### config.mk
export PLATFORM = sky130hd
export DESIGN_NAME = alu_seq_ctrl
export DESIGN_NICKNAME = d
export VERILOG_FILES = /design/src/rtl/alu_seq_ctrl.sv
export SDC_FILE = /design/constraint.sdc
export NUM_CORES = 1
export LEC_CHECK = 0
export BUFFER_PORTS_ARGS = -buffer_cell sky130_fd_sc_hd__buf_4
export CAP_MARGIN = 0
export CORE_MARGIN = 3
export CORE_UTILIZATION = 40
export CTS_CLUSTER_DIAMETER = 60
export DETAILED_ROUTE_END_ITERATION = 16
export PLACE_DENSITY = 0.66
export SLEW_MARGIN = 25
export SYNTH_ARGS = -nofsm -noshare
export SYNTH_HDL_FRONTEND = slang
export SYNTH_SLANG_ARGS = --single-unit
export TNS_END_PERCENT = 1
### constraint.sdc
create_clock -name clk -period 3.62 [get_ports clk]
set_input_delay 0.724 -clock clk [delete_from_list [all_inputs] [get_ports clk]]
set_output_delay 0.724 -clock clk [all_outputs]
set_load 0.01 [all_outputs]
### src/rtl/alu_seq_ctrl.sv
`default_nettype none
// ============================================================================
//  Module   : alu_seq_ctrl
//  Purpose  : Sequencing controller for the 4-bit ALU and the split high/low
//             accumulator. Accepts one operation at a time. ADD/SUB/AND run
//             in a single EXEC cycle. MUL (shift-add) and DIV (restoring)
//             run as multi-cycle sequences.
//  Revision : 1.0 - initial release
//
//  Build option:
//    ALU_SEQ_DIV_EN  defined   -> restoring divide path (DSHIFT/DSUB/DFIN,
//                                 q_bit) is built, op_code 100 is legal.
//                    undefined -> op_code 100 is illegal, op_div tied to 0.
//
//  Ports:
//    clk             in   system clock, rising edge
//    reset_n         in   asynchronous active-low reset
//    start           in   request strobe, sampled only in IDLE
//    op_code[2:0]    in   000 ADD, 001 SUB, 010 AND, 011 MUL, 100 DIV
//    alu_lsb         in   accumulator low-half bit 0 (multiplier LSB)
//    alu_cout        in   combinational ALU carry-out (1 = no borrow)
//    carry_flag      in   registered ALU carry flag
//    op_add..op_div  out  ALU operation strobes (at most one high)
//    acc_in_select   out  high-half source, always 0 (ALU)
//    acc_high_select out  high-half mode: 00 hold, 01 shr, 10 shl, 11 load
//    acc_low_select  out  low-half mode, same encoding
//    fill_value      out  shift-in bit
//    acc_high_reset  out  clears the high half
//    busy            out  operation in progress
//    done            out  one-cycle completion pulse
//    err             out  one-cycle pulse on illegal op_code
// ============================================================================
module alu_seq_ctrl #(
  parameter int NBITS = 4,
  parameter int CNT_W = 3
) (
  input  logic       clk,
  input  logic       reset_n,
  input  logic       start,
  input  logic [2:0] op_code,
  input  logic       alu_lsb,
  input  logic       alu_cout,
  input  logic       carry_flag,
  output logic       op_add,
  output logic       op_sub,
  output logic       op_and,
  output logic       op_mul,
  output logic       op_div,
  output logic       acc_in_select,
  output logic [1:0] acc_high_select,
  output logic [1:0] acc_low_select,
  output logic       fill_value,
  output logic       acc_high_reset,
  output logic       busy,
  output logic       done,
  output logic       err
);

  localparam logic [2:0] c_OP_ADD = 3'b000;
  localparam logic [2:0] c_OP_SUB = 3'b001;
  localparam logic [2:0] c_OP_AND = 3'b010;
  localparam logic [2:0] c_OP_MUL = 3'b011;
  localparam logic [2:0] c_OP_DIV = 3'b100;

  localparam logic [1:0] c_SEL_HOLD = 2'b00;
  localparam logic [1:0] c_SEL_SHR  = 2'b01;
  localparam logic [1:0] c_SEL_SHL  = 2'b10;
  localparam logic [1:0] c_SEL_LOAD = 2'b11;

  localparam logic [CNT_W-1:0] c_CNT_LAST = CNT_W'(NBITS);

  typedef enum logic [3:0] {
    S_IDLE   = 4'd0,
    S_EXEC   = 4'd1,
    S_CLR    = 4'd2,
    S_MADD   = 4'd3,
    S_MSHIFT = 4'd4,
    S_DSHIFT = 4'd5,
    S_DSUB   = 4'd6,
    S_DFIN   = 4'd7,
    S_DONE   = 4'd8
  } state_t;

  state_t           r_state;
  state_t           w_state_nxt;
  logic [2:0]       r_op;
  logic [CNT_W-1:0] r_cnt;
  logic [CNT_W-1:0] w_cnt_inc;
  logic             w_cnt_last;
  logic             w_cnt_step;
  logic             r_err;
  logic             w_legal;
  logic             w_long;
  logic             w_accept;
  logic             w_q_bit;

  // Decode of the requested operation at the IDLE sampling point.
`ifdef ALU_SEQ_DIV_EN
  assign w_legal = (op_code <= c_OP_DIV);
  assign w_long  = (op_code == c_OP_MUL) || (op_code == c_OP_DIV);
`else
  assign w_legal = (op_code <= c_OP_MUL);
  assign w_long  = (op_code == c_OP_MUL);
`endif

  assign w_accept = (r_state == S_IDLE) && start && w_legal;

  // The iteration counter is compared after its increment, so the last
  // MSHIFT/DSUB is the one that brings the count up to NBITS.
  assign w_cnt_inc  = r_cnt + 1'b1;
  assign w_cnt_last = (w_cnt_inc == c_CNT_LAST);

`ifdef ALU_SEQ_DIV_EN
  assign w_cnt_step = (r_state == S_MSHIFT) || (r_state == S_DSUB);
`else
  assign w_cnt_step = (r_state == S_MSHIFT);
`endif

  always_ff @(posedge clk or negedge reset_n) begin
    if (!reset_n) begin
      r_state <= S_IDLE;
      r_op    <= 3'b000;
      r_cnt   <= '0;
      r_err   <= 1'b0;
    end else begin
      r_state <= w_state_nxt;
      // Illegal request: flagged for exactly one cycle, FSM stays in IDLE.
      r_err   <= (r_state == S_IDLE) && start && !w_legal;
      if (w_accept) begin
        r_op <= op_code;
      end
      if (r_state == S_CLR) begin
        r_cnt <= '0;
      end else if (w_cnt_step) begin
        r_cnt <= w_cnt_inc;
      end
    end
  end

`ifdef ALU_SEQ_DIV_EN
  // Quotient bit from the latest trial subtraction; shifted into the low
  // half on the following DSHIFT (or on DFIN for the final bit).
  logic r_q_bit;

  always_ff @(posedge clk or negedge reset_n) begin
    if (!reset_n) begin
      r_q_bit <= 1'b0;
    end else if (r_state == S_CLR) begin
      r_q_bit <= 1'b0;
    end else if (r_state == S_DSUB) begin
      r_q_bit <= alu_cout;
    end
  end

  assign w_q_bit = r_q_bit;
`else
  logic w_unused_cout;
  assign w_unused_cout = alu_cout;
  assign w_q_bit       = 1'b0;
`endif

  assign err = r_err;

  always_comb begin
    w_state_nxt     = r_state;
    op_add          = 1'b0;
    op_sub          = 1'b0;
    op_and          = 1'b0;
    op_mul          = 1'b0;
    op_div          = 1'b0;
    acc_in_select   = 1'b0;
    acc_high_select = c_SEL_HOLD;
    acc_low_select  = c_SEL_HOLD;
    fill_value      = 1'b0;
    acc_high_reset  = 1'b0;
    busy            = 1'b0;
    done            = 1'b0;

    case (r_state)
      S_IDLE: begin
        if (w_accept) begin
          w_state_nxt = w_long ? S_CLR : S_EXEC;
        end
      end

      S_EXEC: begin
        busy            = 1'b1;
        acc_high_select = c_SEL_LOAD;
        case (r_op)
          c_OP_ADD: op_add = 1'b1;
          c_OP_SUB: op_sub = 1'b1;
          c_OP_AND: op_and = 1'b1;
          default:  ;
        endcase
        w_state_nxt = S_DONE;
      end

      S_CLR: begin
        busy           = 1'b1;
        acc_high_reset = 1'b1;
`ifdef ALU_SEQ_DIV_EN
        w_state_nxt = (r_op == c_OP_DIV) ? S_DSHIFT : S_MADD;
`else
        w_state_nxt = S_MADD;
`endif
      end

      S_MADD: begin
        busy            = 1'b1;
        op_mul          = 1'b1;
        // Partial product is accumulated only for a set multiplier bit.
        acc_high_select = alu_lsb ? c_SEL_LOAD : c_SEL_HOLD;
        w_state_nxt     = S_MSHIFT;
      end

      S_MSHIFT: begin
        busy            = 1'b1;
        acc_high_select = c_SEL_SHR;
        acc_low_select  = c_SEL_SHR;
        fill_value      = carry_flag;
        w_state_nxt     = w_cnt_last ? S_DONE : S_MADD;
      end

`ifdef ALU_SEQ_DIV_EN
      S_DSHIFT: begin
        busy            = 1'b1;
        acc_high_select = c_SEL_SHL;
        acc_low_select  = c_SEL_SHL;
        fill_value      = w_q_bit;
        w_state_nxt     = S_DSUB;
      end

      S_DSUB: begin
        busy            = 1'b1;
        op_div          = 1'b1;
        // Restoring divide: keep the difference only when it did not borrow.
        acc_high_select = alu_cout ? c_SEL_LOAD : c_SEL_HOLD;
        w_state_nxt     = w_cnt_last ? S_DFIN : S_DSHIFT;
      end

      S_DFIN: begin
        busy            = 1'b1;
        acc_low_select  = c_SEL_SHL;
        fill_value      = w_q_bit;
        w_state_nxt     = S_DONE;
      end
`endif

      S_DONE: begin
        done        = 1'b1;
        w_state_nxt = S_IDLE;
      end

      default: begin
        w_state_nxt = S_IDLE;
      end
    endcase
  end

endmodule
`default_nettype wire

== Word-level counts from Yosys, hierarchy flattened ==
Cells that the tools add are included.

* Flip-flop bits (word level): 11
* Input bits: 9
* Output and inout port bits: 15
* Word-level logic and storage cells: 44

* $add $sub $neg: 1
* Magnitude comparators: 1
* Eq/ne operators: 10
* Mux-type cells: 20
* Reductions and logical operators: 8

{| class="wikitable"
|+ Operator list
! kind !! number
|-
| case mux 4 bit (5 select lines) || 1
|-
| 2-to-1 mux 1 bit || 12
|-
| equality test 4 x 2 -> 1 bit (second input constant) || 2
|-
| 2-to-1 mux 4 bit || 2
|-
| equality test 3 x 2 -> 1 bit (second input constant) || 2
|-
| 2-to-1 mux 3 bit || 2
|-
| case mux 2 bit (3 select lines) || 1
|-
| equality test 4 x 1 -> 1 bit (second input constant) || 1
|-
| equality test 4 x 3 -> 1 bit (second input constant) || 1
|-
| equality test 4 bit (second input constant) || 1
|-
| zero test 4 bit || 1
|-
| 2-to-1 mux 2 bit || 2
|-
| OR reduction 4 bit || 1
|-
| adder 3 x 1 -> 3 bit (second input constant) || 1
|-
| equality test 3 x 1 -> 1 bit (second input constant) || 1
|-
| equality test 3 bit (second input constant) || 1
|-
| less-or-equal comparator 3 x 2 -> 1 bit (second input constant) || 1
|-
| logical AND 1 bit || 3
|-
| zero test 3 bit || 1
|-
| inequality test 2 bit (second input constant) || 1
|-
| nonzero test 2 bit || 1
|-
| zero test 1 bit || 1
|}

== Longest topological paths before layout ==
* Depth in word-level cells: 5
* Depth in mapped cells: 5
* Mapped depth without buffers: 4

== Least setup slack after synthesis ==
No wires, ideal clock.

* Path kind: reg2out
* Start point: reg r_state[2]
* End point: out op_and
* Arrival time: 1489 ps
* Data required time: 2896 ps
* Path slack: 1407 ps
* Stages on the path, launching flop included: 5
* Path through: dfrtp_1 -> buf_4 -> nand2b_1 -> or4_1 -> nor3b_1

* Cells in the longest elaborated chain, start to end: 2

{| class="wikitable"
|+ RTL lines
! what !! RTL line !! source
|-
| from (decl) || 84 || <nowiki>state_t r_state;</nowiki>
|-
| from (signal assigned) || 126 || <nowiki>r_state <= w_state_nxt;</nowiki>
|-
| equality test 4 x 1 -> 1 bit || 179 || <nowiki>case (r_state)</nowiki>
|-
| 2-to-1 mux 1 bit || 179 ||
|-
| to (decl) || 46 || <nowiki>output logic op_and,</nowiki>
|}

Every way passes these cells.

== Worst setup path in the final report ==
Ends and elaborated chain as after synthesis.

==> out/results.txt <==
cells after synthesis: 69
area growth from synthesis to layout: 20.5%
clock latency on the worst-skew pair: 0.27 ns
final clock skew: 0.00434 ns
number of warnings issued by yosys: 0
TritonCTS Sinks: 11
setup TNS: 0 ns
final count of hold timing violations: 0
overall power of the completed layout: 0.473 mW
cell area after synthesis: 684 sq um
Core Area: 1560 sq um
outcome: finished clean
total number of placement rows: 14
total via count in the routed design: 532
floorplan die width: 47.4 microns
buffers from clock root to sink, at most: 2
share of final-layout standard cells stronger than drive strength 1: 31.4%
Post-DP Area: 798 sq um
cts hold-fix bufs: 0
HPWL reported at the end of detailed placement: 946 microns
sequential element share of the synthesized area: 40.2%
distinct cell type count after synthesis: 34
post-placement setup slack: 1.31 ns
final worst-path cycle share: 71.9%
Non-Filler Instances: 102
quantity of gates resized following cts: 0
r2r worst-path depth: 3
die outline area: 2240 sq um
actual slew at the worst max-slew pin: 0.593 ns
pin count of the biggest net entering global routing: 13
Relative slew margins: 60.3%
power per cell area: 574 nW/um^2
RR Endpoint: r_cnt[2]
drt first pass iters: 2
number of antenna violations at the first check in global routing: 0
CP Capture Point: op_and
leakage: 0.401 nW
slack of the worst reg-to-reg path: 1.99 ns
number of maximum-capacitance constraint violations: 0
maximum net fanout on the critical path: 8
filler cell count: 151
total routed wirelength: 1270 microns
timing-limited maximum frequency: 0.384 GHz
Final WS setup: 1.02 ns
Final min period: 2.60 ns
worst reg2reg startpoint: r_state[1]
Setup crit start kind: flop
overall die height: 47.4 microns
most used standard cells in the synthesized netlist: dfrtp_1, a21oi_1, buf_4, inv_1, nor3b_1
drt via density: 5.22
number of levels the H-tree was split into: 1
root buf cell: clkbuf_4
final setup fails: 0
fraction of registers with async set/reset: 100%
antenna-violating nets left: 0
wire length of the first global-routing pass: 2060 microns
number of design-rule violations left by the first detailed-router iteration: 8
cell with the most instances after synthesis: dfrtp_1
effective utilization at floorplan: 43.9%
RSZ-0062 raised after global routing: false
I/O pin count: 24
Layout Nets: 98
Critical Path Source: r_state[2]
Post-CTS Setup Bufs: 0
most used flip-flop cell after synthesis: dfrtp_1
final weighted congestion in routability-driven placement: 0.686
Post-synth EDFFs: 0
number of synthesized register bits: 11
number of antenna repair diodes: 0
CP arrival: 1.88 ns
global-route total usage across every layer: 13.3%
post-synth top area share: 40.2%
total placed cells including tap cells: 98
type of the most critical hold path: in2async
WP data required: 2.90 ns
Crit. End Element: output pin
most area-consuming cells after synthesis: dfrtp_1, buf_4, nor3b_1
Worst IR Drop VDD: 0.312 mV
DRC errors left: 0
TritonCTS Buffers: 3
total global routing overflow: 0
average wire per standard cell: 12.5 microns
TritonCTS clock tree: built
worst setup path category: reg2out
largest area contributor in the synthesized netlist: dfrtp_1
via count of the first global-routing pass: 452
final slew viol count: 0
Syn Area/Cell: 9.92 sq um
register clock-pin slew on the reported worst setup and hold paths: 0.07 ns
final std cell area, no fill: 825 sq um
count of input and output buffers: 19
worst max-delay path, stage by stage (launching register included):
cell      delay (ns)
dfrtp_1         0.47
nand2b_1        0.27
or4_1           0.50
nor3b_1         0.22
buf_4           0.15
how the worst min path moves through the flow:
stage                     startpoint  cells past startpoint      end
final                        reset_n                      1  r_op[2]
after global routing         reset_n                      1  r_op[2]
after CTS                    reset_n                      1  r_op[2]
after detailed placement     r_op[2]                      1  r_op[2]
after global placement       r_op[2]                      1  r_op[2]
after floorplan              reset_n                      0      err
layer usage:
layer  vias up  wire length, microns  track usage, %
met5         -                     0               0
met3         4                    53            2.30
met2        12                   569            17.4
met4         0                    21            8.29
met1       242                   628            19.7
li1        274                     -               -
stage by stage:
stage,hold WS [ns],utilization (%)
3_3_place_gp,0.469,51.2
2_1_floorplan,0.428,-
3_5_place_dp,0.474,51.2
5_1_grt,0.270,52.9
4_1_cts,0.271,52.9
6_report,0.276,52.9
cell usage in the layout (no fill, tap or decap), types with 3 or more instances in the layout:
master	count
a21oi_1	5
and2_1	3
buf_4	19
clkbuf_4	3
conb_1	3
dfrtp_1	11
inv_1	4
nor3_1	3
nor3b_1	4
cell type report:
class / instances / area [sq um] / area share (%)
multi-input combinational: 48 / 345 / 41.9
sequential: 11 / 275 / 33.4
timing repair buffer: 19 / 143 / 17.3
clock buffer: 4 / 26.3 / 3.19
tap: 16 / 20.0 / 2.43
inverter: 4 / 15.0 / 1.82
power breakdown:
group	leakage, nW	internal, mW	switching [mW]
combinational	0.241	0.103	0.0853
sequential	0.145	0.154	0.0472
clock	0.0150	0.0426	0.0408
total	0.401	0.300	0.173
sequential cells by signal, indices dropped and copies added, names as in the netlist:
register,flops
err,1
r_cnt,3
r_state,4
r_op,3
cell families (layout without fill, tap and decap cells):
group | Yosys count | in the layout | share of synthesized area (%)
compound gates | 13 | 13 | 12.6
simple gates | 25 | 25 | 25.4
mux | 2 | 2 | 3.29
buf+inv | 12 | 27 | 10.4
fa+ha+maj | 2 | 2 | 3.66
xor+xnor | 3 | 3 | 3.84
other cells | 1 | 3 | 0.548
flops | 11 | 11 | 40.2
Note: power is estimated with default switching activity, not from simulation.
